[config.mk]
export PLATFORM = sky130hd
export DESIGN_NAME = sync_debounce
export DESIGN_NICKNAME = d
export VERILOG_FILES = /design/src/rtl/sync_debounce_pkg.sv /design/src/rtl/sync_debounce_ch.sv /design/src/rtl/sync_debounce.sv
export SDC_FILE = /design/constraint.sdc
export NUM_CORES = 1
export LEC_CHECK = 0
export CAP_MARGIN = 0
export CORE_UTILIZATION = 58
export CTS_BUF_LIST = sky130_fd_sc_hd__clkbuf_8
export DETAILED_ROUTE_END_ITERATION = 8
export PLACE_DENSITY = 0.94
export SYNTH_ARGS = -nofsm -noshare
export SYNTH_HDL_FRONTEND = slang
export SYNTH_HIERARCHICAL = 1
export SYNTH_SLANG_ARGS = --single-unit
[constraint.sdc]
create_clock -name i_clk -period 2.39 [get_ports i_clk]
set_clock_uncertainty 0.15 [all_clocks]
set_input_delay 0.3585 -clock i_clk [delete_from_list [all_inputs] [get_ports i_clk]]
set_output_delay 0.3585 -clock i_clk [all_outputs]
set_load 0.02 [all_outputs]
[src/rtl/sync_debounce_pkg.sv]
// Shared helpers for the sync_debounce input conditioner: counter width
// derivation and the default debounce depth.
package sync_debounce_pkg;

  function automatic int clog2_min1(input int n);
    int w;
    w = 32'sd1;
    while ((64'd1 << w) < 64'(n)) begin
      w = w + 32'sd1;
    end
    return w;
  endfunction

  localparam int DEBOUNCE_CYCLES_DFLT = 32'sd16;
  localparam int DEBOUNCE_CW          = clog2_min1(DEBOUNCE_CYCLES_DFLT);

endpackage

[src/rtl/sync_debounce_ch.sv]
// One conditioned channel: metastability chain, persistence counter,
// accepted level flop and registered rise/fall pulse flops.
module debounce_ch
  import sync_debounce_pkg::*;
#(
  parameter int   STAGES          = 32'sd2,
  parameter int   DEBOUNCE_CYCLES = DEBOUNCE_CYCLES_DFLT,
  parameter logic RST_VAL         = 1'b0
) (
  input  logic i_clk,
  input  logic i_rst_n,
  input  logic i_sig,
  output logic o_raw,
  output logic o_sig,
  output logic o_rise,
  output logic o_fall
);

  localparam int            CW       = clog2_min1(DEBOUNCE_CYCLES);
  localparam logic [CW-1:0] CNT_LAST = CW'(DEBOUNCE_CYCLES - 32'sd1);
  localparam logic [CW-1:0] CNT_ONE  = CW'(32'sd1);
  localparam logic [CW-1:0] CNT_ZERO = CW'(32'sd0);

  logic [STAGES-1:0] sync_r;
  logic [CW-1:0]     cnt_r;
  logic [CW-1:0]     cnt_nxt_s;
  logic              raw_s;
  logic              sig_r;
  logic              sig_nxt_s;
  logic              rise_r;
  logic              rise_nxt_s;
  logic              fall_r;
  logic              fall_nxt_s;

  assign raw_s = sync_r[STAGES-1];

  // Synchroniser shift register; stages are back-to-back with no logic between
  always_ff @(posedge i_clk or negedge i_rst_n) begin
    if (!i_rst_n) begin
      sync_r <= {STAGES{RST_VAL}};
    end else begin
      sync_r <= {sync_r[STAGES-2:0], i_sig};
    end
  end

  // Acceptance decision: any agreeing cycle restarts the persistence count
  always_comb begin
    cnt_nxt_s  = cnt_r;
    sig_nxt_s  = sig_r;
    rise_nxt_s = 1'b0;
    fall_nxt_s = 1'b0;
    if (raw_s == sig_r) begin
      cnt_nxt_s = CNT_ZERO;
    end else if (cnt_r == CNT_LAST) begin
      cnt_nxt_s  = CNT_ZERO;
      sig_nxt_s  = raw_s;
      rise_nxt_s = raw_s;
      fall_nxt_s = ~raw_s;
    end else begin
      cnt_nxt_s = cnt_r + CNT_ONE;
    end
  end

  // Filter state and pulse registers; reset drops any pulse in flight
  always_ff @(posedge i_clk or negedge i_rst_n) begin
    if (!i_rst_n) begin
      cnt_r  <= CNT_ZERO;
      sig_r  <= RST_VAL;
      rise_r <= 1'b0;
      fall_r <= 1'b0;
    end else begin
      cnt_r  <= cnt_nxt_s;
      sig_r  <= sig_nxt_s;
      rise_r <= rise_nxt_s;
      fall_r <= fall_nxt_s;
    end
  end

  assign o_raw  = raw_s;
  assign o_sig  = sig_r;
  assign o_rise = rise_r;
  assign o_fall = fall_r;

endmodule

[src/rtl/sync_debounce.sv]
// Multi-channel pin-boundary conditioner: WIDTH independent copies of
// debounce_ch, each with its own reset level.
module sync_debounce
  import sync_debounce_pkg::*;
#(
  parameter int               WIDTH           = 32'sd4,
  parameter int               STAGES          = 32'sd2,
  parameter int               DEBOUNCE_CYCLES = DEBOUNCE_CYCLES_DFLT,
  parameter logic [WIDTH-1:0] RESET_VALUE     = {WIDTH{1'b0}}
) (
  input  logic             i_clk,
  input  logic             i_rst_n,
  input  logic [WIDTH-1:0] i_sig,
  output logic [WIDTH-1:0] o_raw,
  output logic [WIDTH-1:0] o_sig,
  output logic [WIDTH-1:0] o_rise,
  output logic [WIDTH-1:0] o_fall
);

  for (genvar g = 0; g < WIDTH; g++) begin : g_ch
    debounce_ch #(
      .STAGES          (STAGES),
      .DEBOUNCE_CYCLES (DEBOUNCE_CYCLES),
      .RST_VAL         (RESET_VALUE[g])
    ) u_ch (
      .i_clk   (i_clk),
      .i_rst_n (i_rst_n),
      .i_sig   (i_sig[g]),
      .o_raw   (o_raw[g]),
      .o_sig   (o_sig[g]),
      .o_rise  (o_rise[g]),
      .o_fall  (o_fall[g])
    );
  end

endmodule

==> flow_summary.yaml, run 1 <==
status:
  status: "finished clean"
clock_network:
  clock-root-buffer: "clkbuf_8"
  cts_sinks: 36
  clkLatencyLatePin_ns: 0.29
  clockBufferDepth: 2
  tritoncts: "done"
  cts_setup_buffers: 0
  htree_num_levels: 2
  cts-buffers-inserted: 5
  ctsResizeCount: 0
  clk_pin_slew_ns: 0.07
  postCtsHoldBufs: 0
final_layout:
  drive_above_1_share_pct: 16.0
  area_growth_pct: 25.3
  fin_cells: 153
  final_common_cell: "dfrtp_1"
  layout_common_cells: "dfrtp_1, clkdlybuf4s50_1, xnor2_1, a21oi_1, nor3b_1"
  antenna_cells: 0
  fillCellCount: 132
  nets: 135
placed_design:
  port_buffers: 21
  dp_slack_ns: 0.849
  hpwl_mm: 1.51
  place_inst: 146
  gp_congestion: 0.658
pwr:
  peakVddDrop_v: 0.000572
  power_mw: 1.19
  powerDensity_mw_per_mm2: 686
  p_leak_nw: 0.747
logic_synthesis:
  ys_seq_area_share_pct: 65.2
  synth_seq_cells: 36
  synth_area_sq_mm: 0.00138
  yosysWarnings: 6
  synth_cells: 96
  avgSynthCellArea_sq_um: 14.4
  ys_types: 13
  syn_nets: 106
timing:
  worst_pin_slew_ns: 0.490
  period_needed_ns: 1.86
  slew_headroom_pct: 67.1
  finalCritPeriodShare_pct: 77.7
  fin_tns_setup_ns: 0
  fmax_mhz: 538
  finalHoldWorstSlack_ns: 0.203
  slew_viol_final: 0
  setup_ws_ns: 0.532
  hold_violations: 0
  rsz0062_at_grt: "no"
  setup_viol: 0
detailed_routing:
  viasPerCell: 5.39
  drtPass1Iterations: 4
  antenna_left: 0
  postRouteWirelength_mm: 2.17
  detail_route.wl_per_cell_um: 14.2
  drtIter0Drc: 9
  drcViolationCount: 0
  num_vias: 824
global_routing:
  grt_max_degree: 37
  antenna_found_initial: 0
  grt_first_pass_wirelength_mm: 3.68
  track_usage_pct: 21.3
  grt_pass1_vias: 838
  overflow: 0
setup_path:
  worst-path-buf-inv: 1
  cpLargestDelayFamily: "buffers and inverters"
  critPathArrivalTime_ns: 1.35
  cp_slowest_stage_delay_ns: 0.63
  cp_max_fo: 5
  required_ns: 1.88
  slowest_stage: "clkdlybuf4s50_1"
  start_kind: "register"
  path_cells: "clkdlybuf4s50_1"
  cp-end-kind: "primary output"
  critical_path_class: "reg -> out"
floorplan:
  die_w_um: 50.8
  dieArea_sq_mm: 0.00258
  start_util_pct: 61.8
  num_rows: 17
  core_area_sq_mm: 0.00223
  die_h_um: 50.8
  io_pins: 22
worst_hold_path:
  hold_class: "reg -> reg"
flow_run:
  drv_cap: 0
-- flip-flops by register name, indices dropped and copies added, names as in the netlist --
register and flops:
g_ch.u_ch/cnt_r 16, g_ch.u_ch/o_sig 4, g_ch.u_ch/sync_r 8, g_ch.u_ch/o_fall 4, g_ch.u_ch/o_rise 4
-- cells by family (layout without fill, tap and decap cells) --
group	Yosys count	in the layout	synth area share, %
flip-flops	36	36	65.2
AND/OR/NAND/NOR	28	28	16.3
AO/OA/AOI/OAI	12	12	4.35
XOR/XNOR	8	8	5.07
adder cells (fa/ha/maj)	4	4	3.62
multiplexers	4	4	4.35
buffers and inverters	4	33	1.09
-- power breakdown --
part / switching, mW / internal [mW]
combinational: 0.0371 / 0.0376
clock: 0.198 / 0.256
sequential: 0.0246 / 0.633
total: 0.260 / 0.927
-- area by class of cell --
cell class,count,area (sq um),area share (%)
sequential,36,901,52.1
timing repair buffer,22,218,12.6
clock buffer,7,96.3,5.57
multi-input combinational,56,465,26.9
inverter,4,15.0,0.868
tap,28,35.0,2.02
-- metal layers --
metal | up-vias | track usage, % | wire length [um]
met5 | - | 0 | 0
met4 | 0 | 9.72 | 32
met1 | 409 | 22.6 | 875
met3 | 3 | 10.0 | 117
li1 | 389 | - | -
met2 | 23 | 35.8 | 1140
-- per-stage QoR --
stage                     area (sq um)  utilization, %
after CTS                         1730            77.5
after floorplan                   1380               -
final                             1730            77.5
after global placement            1630            73.2
after detailed placement          1630            73.2
after global routing              1730            77.5
-- synth_stat cells, drive strengths merged --
cell | count | area share, %
nand4b | 4 | 2.5
inv | 4 | 1.1
nor3b | 12 | 8.0
xnor2 | 8 | 5.1
nand3 | 4 | 2.9
nor2 | 4 | 1.1
a21oi | 8 | 2.9
nor2b | 4 | 1.8
o21ai | 4 | 1.4
ha | 4 | 3.6
dfrtp | 36 | 65
mux2 | 4 | 4.3
-- final timing paths --
| kind | from | to | slack (ns) | cells past startpoint |
|---|---|---|---|---|
| setup / recovery | g_ch[2].u_ch/o_sig$_DFFE_PN0P_ | o_sig[2] | 0.53 | 1 |
| hold / removal | g_ch[2].u_ch/sync_r[0]$_DFF_PN0_ | g_ch[2].u_ch/sync_r[1]$_DFF_PN0_ | 0.20 | 0 |
| setup reg to reg | g_ch[3].u_ch/cnt_r[0]$_DFF_PN0_ | g_ch[3].u_ch/o_sig$_DFFE_PN0P_ | 1.01 | 3 |
| hold reg to reg | g_ch[2].u_ch/sync_r[0]$_DFF_PN0_ | g_ch[2].u_ch/sync_r[1]$_DFF_PN0_ | 0.20 | 0 |
| max in group asynchronous | i_rst_n | g_ch[2].u_ch/o_rise$_DFF_PN0_ | 1.45 | 2 |
| min in group asynchronous | i_rst_n | g_ch[1].u_ch/o_rise$_DFF_PN0_ | 0.33 | 2 |
No activity file was read; power rests on OpenSTA's default activity.
==> run 2, diff against run 1 <==
- CORE_UTILIZATION: 58 -> 54
- PLACE_DENSITY: 0.94 -> 0.89
- clock period: 2.39 -> 1.75 ns (I/O delays scaled with it)
==> flow_summary.yaml, run 2 (synthesized netlist as in run 1, its figures left out) <==
setup_path:
  cp_max_fo: 1
  r2r_slack_ns: 0.36
  cp-end-kind: "primary output"
  required_ns: 1.34
  cpLargestDelayFamily: "buffers and inverters"
  start_kind: "register"
  worst-path-buf-inv: 1
  critPathArrivalTime_ns: 1.21
  critical_path_class: "reg -> out"
  cp_slowest_stage_delay_ns: 0.60
  path_cells: "clkdlybuf4s50_1"
  slowest_stage: "clkdlybuf4s50_1"
pwr:
  peakVddDrop_v: 0.000796
  netSwitchingFraction_pct: 22.0
  pwr-share-seq_pct: 59.9
  power_switching_mw: 0.331
  power.share.combinational_pct: 6.8
  power_mw: 1.50
  powerDensity_mw_per_mm2: 877
  p_leak_nw: 0.808
  internal-power_mw: 1.17
  clkPwrFrac_pct: 33.3
status:
  status: "finished clean"
global_routing:
  grt_pass1_vias: 836
  grt_first_pass_wirelength_mm: 3.55
  grt_max_degree: 37
  track_usage_pct: 19.8
  overflow: 0
  antenna_found_initial: 0
floorplan:
  num_rows: 17
  io_pins: 22
  dieArea_sq_mm: 0.00276
  start_util_pct: 59.6
  die_w_um: 52.6
  die_h_um: 52.6
  core_area_sq_mm: 0.00232
detailed_routing:
  viasPerCell: 5.44
  detail_route.wl_per_cell_um: 14.9
  drtPass1Iterations: 4
  drtIter0Drc: 8
  num_vias: 822
  antenna_left: 0
  postRouteWirelength_mm: 2.25
  drcViolationCount: 0
final_layout:
  final_common_cell: "dfrtp_1"
  top_regs: "g_ch.u_ch/cnt_r x16, g_ch.u_ch/sync_r x8"
  regMostFlops: "g_ch.u_ch/cnt_r"
  area_growth_pct: 23.9
  multi_input_area_sq_um: 465
  largest_reg_flops: 16
  antenna_cells: 0
  seqCellArea_sq_um: 901
  fin_cells: 151
  fillCellCount: 149
  layout_common_cells: "dfrtp_1, clkdlybuf4s50_1, xnor2_1, a21oi_1, nor3b_1"
  drive_above_1_share_pct: 14.6
  nets: 135
  utilization_pct: 73.8
clock_network:
  postCtsHoldBufs: 0
  cts-buffers-inserted: 5
  clockBufferDepth: 2
  clkLatencyLatePin_ns: 0.28
  cts_sinks: 36
  htree_num_levels: 2
  clk_pin_slew_ns: 0.06
  clock-root-buffer: "clkbuf_8"
  cts_setup_buffers: 0
  tritoncts: "done"
timing:
  slew_headroom_pct: 69.5
  fmax_mhz: 617
  finalCritPeriodShare_pct: 92.7
  period_needed_ns: 1.62
  slew_viol_final: 0
  hold_violations: 0
  rsz0062_at_grt: "no"
  worst_pin_slew_ns: 0.455
  setup_viol: 0
  fin_tns_setup_ns: 0
flow_run:
  drv_cap: 0
placed_design:
  port_buffers: 21
  place_inst: 146
  gp_congestion: 0.639
  hpwl_mm: 1.57
worst_hold_path:
  hold_class: "reg -> reg"
run 2: path summary, 6_finish.rpt:
kind	startpoint	to	cells past startpoint
max in group asynchronous	i_rst_n	g_ch[3].u_ch/o_rise$_DFF_PN0_	2
min in group asynchronous	i_rst_n	g_ch[0].u_ch/o_sig$_DFFE_PN0P_	2
worst min-delay path	g_ch[0].u_ch/sync_r[0]$_DFF_PN0_	g_ch[0].u_ch/sync_r[1]$_DFF_PN0_	0
worst min register to register	g_ch[0].u_ch/sync_r[0]$_DFF_PN0_	g_ch[0].u_ch/sync_r[1]$_DFF_PN0_	0
worst max register to register	g_ch[2].u_ch/cnt_r[0]$_DFF_PN0_	g_ch[2].u_ch/o_sig$_DFFE_PN0P_	3
worst max-delay path	g_ch[3].u_ch/o_fall$_DFF_PN0_	o_fall[3]	1
run 2: repair_timing:
action,in CTS,in global routing
gates cloned,0,0
setup endpoints to repair,3,5
gates resized for setup,3,5
run 2: power by group through the flow:
stage	combinational, mW	clock [mW]	sequential, mW
finish	0.102	0.500	0.899
global route	0.115	0.544	0.902
detailed placement	0.105	0	0.913
global placement	0.0979	0	0.908
CTS	0.106	0.515	0.898
floorplan	0.0499	0	0.911
run 2: per-stage QoR:
stage	area [sq um]	hold WS [ns]	setup WS (ns)
2_1_floorplan	1380	-0.183	0.456
3_3_place_gp	1630	0.181	0.320
3_5_place_dp	1630	0.187	0.302
4_1_cts	1700	0.201	0.00333
5_1_grt	1710	0.211	0.0904
6_report	1710	0.201	0.128
run 2: metal layers:
metal | global-route usage, % | part of all wire [%] | vias up
li1 | - | - | 386
met2 | 33.3 | 53 | 22
met5 | 0 | 0 | -
met1 | 19.9 | 39 | 408
met4 | 10.5 | 2.3 | 0
met3 | 9.57 | 5.8 | 6
run 2: cell type report:
| type | instances | share of cell area (%) |
|---|---|---|
| repair buffers | 22 | 13.2 |
| clock buffers | 5 | 4.02 |
| inverters | 4 | 0.877 |
| multi-input cells | 56 | 27.2 |
| well taps | 28 | 2.05 |
| flip-flops and latches | 36 | 52.6 |
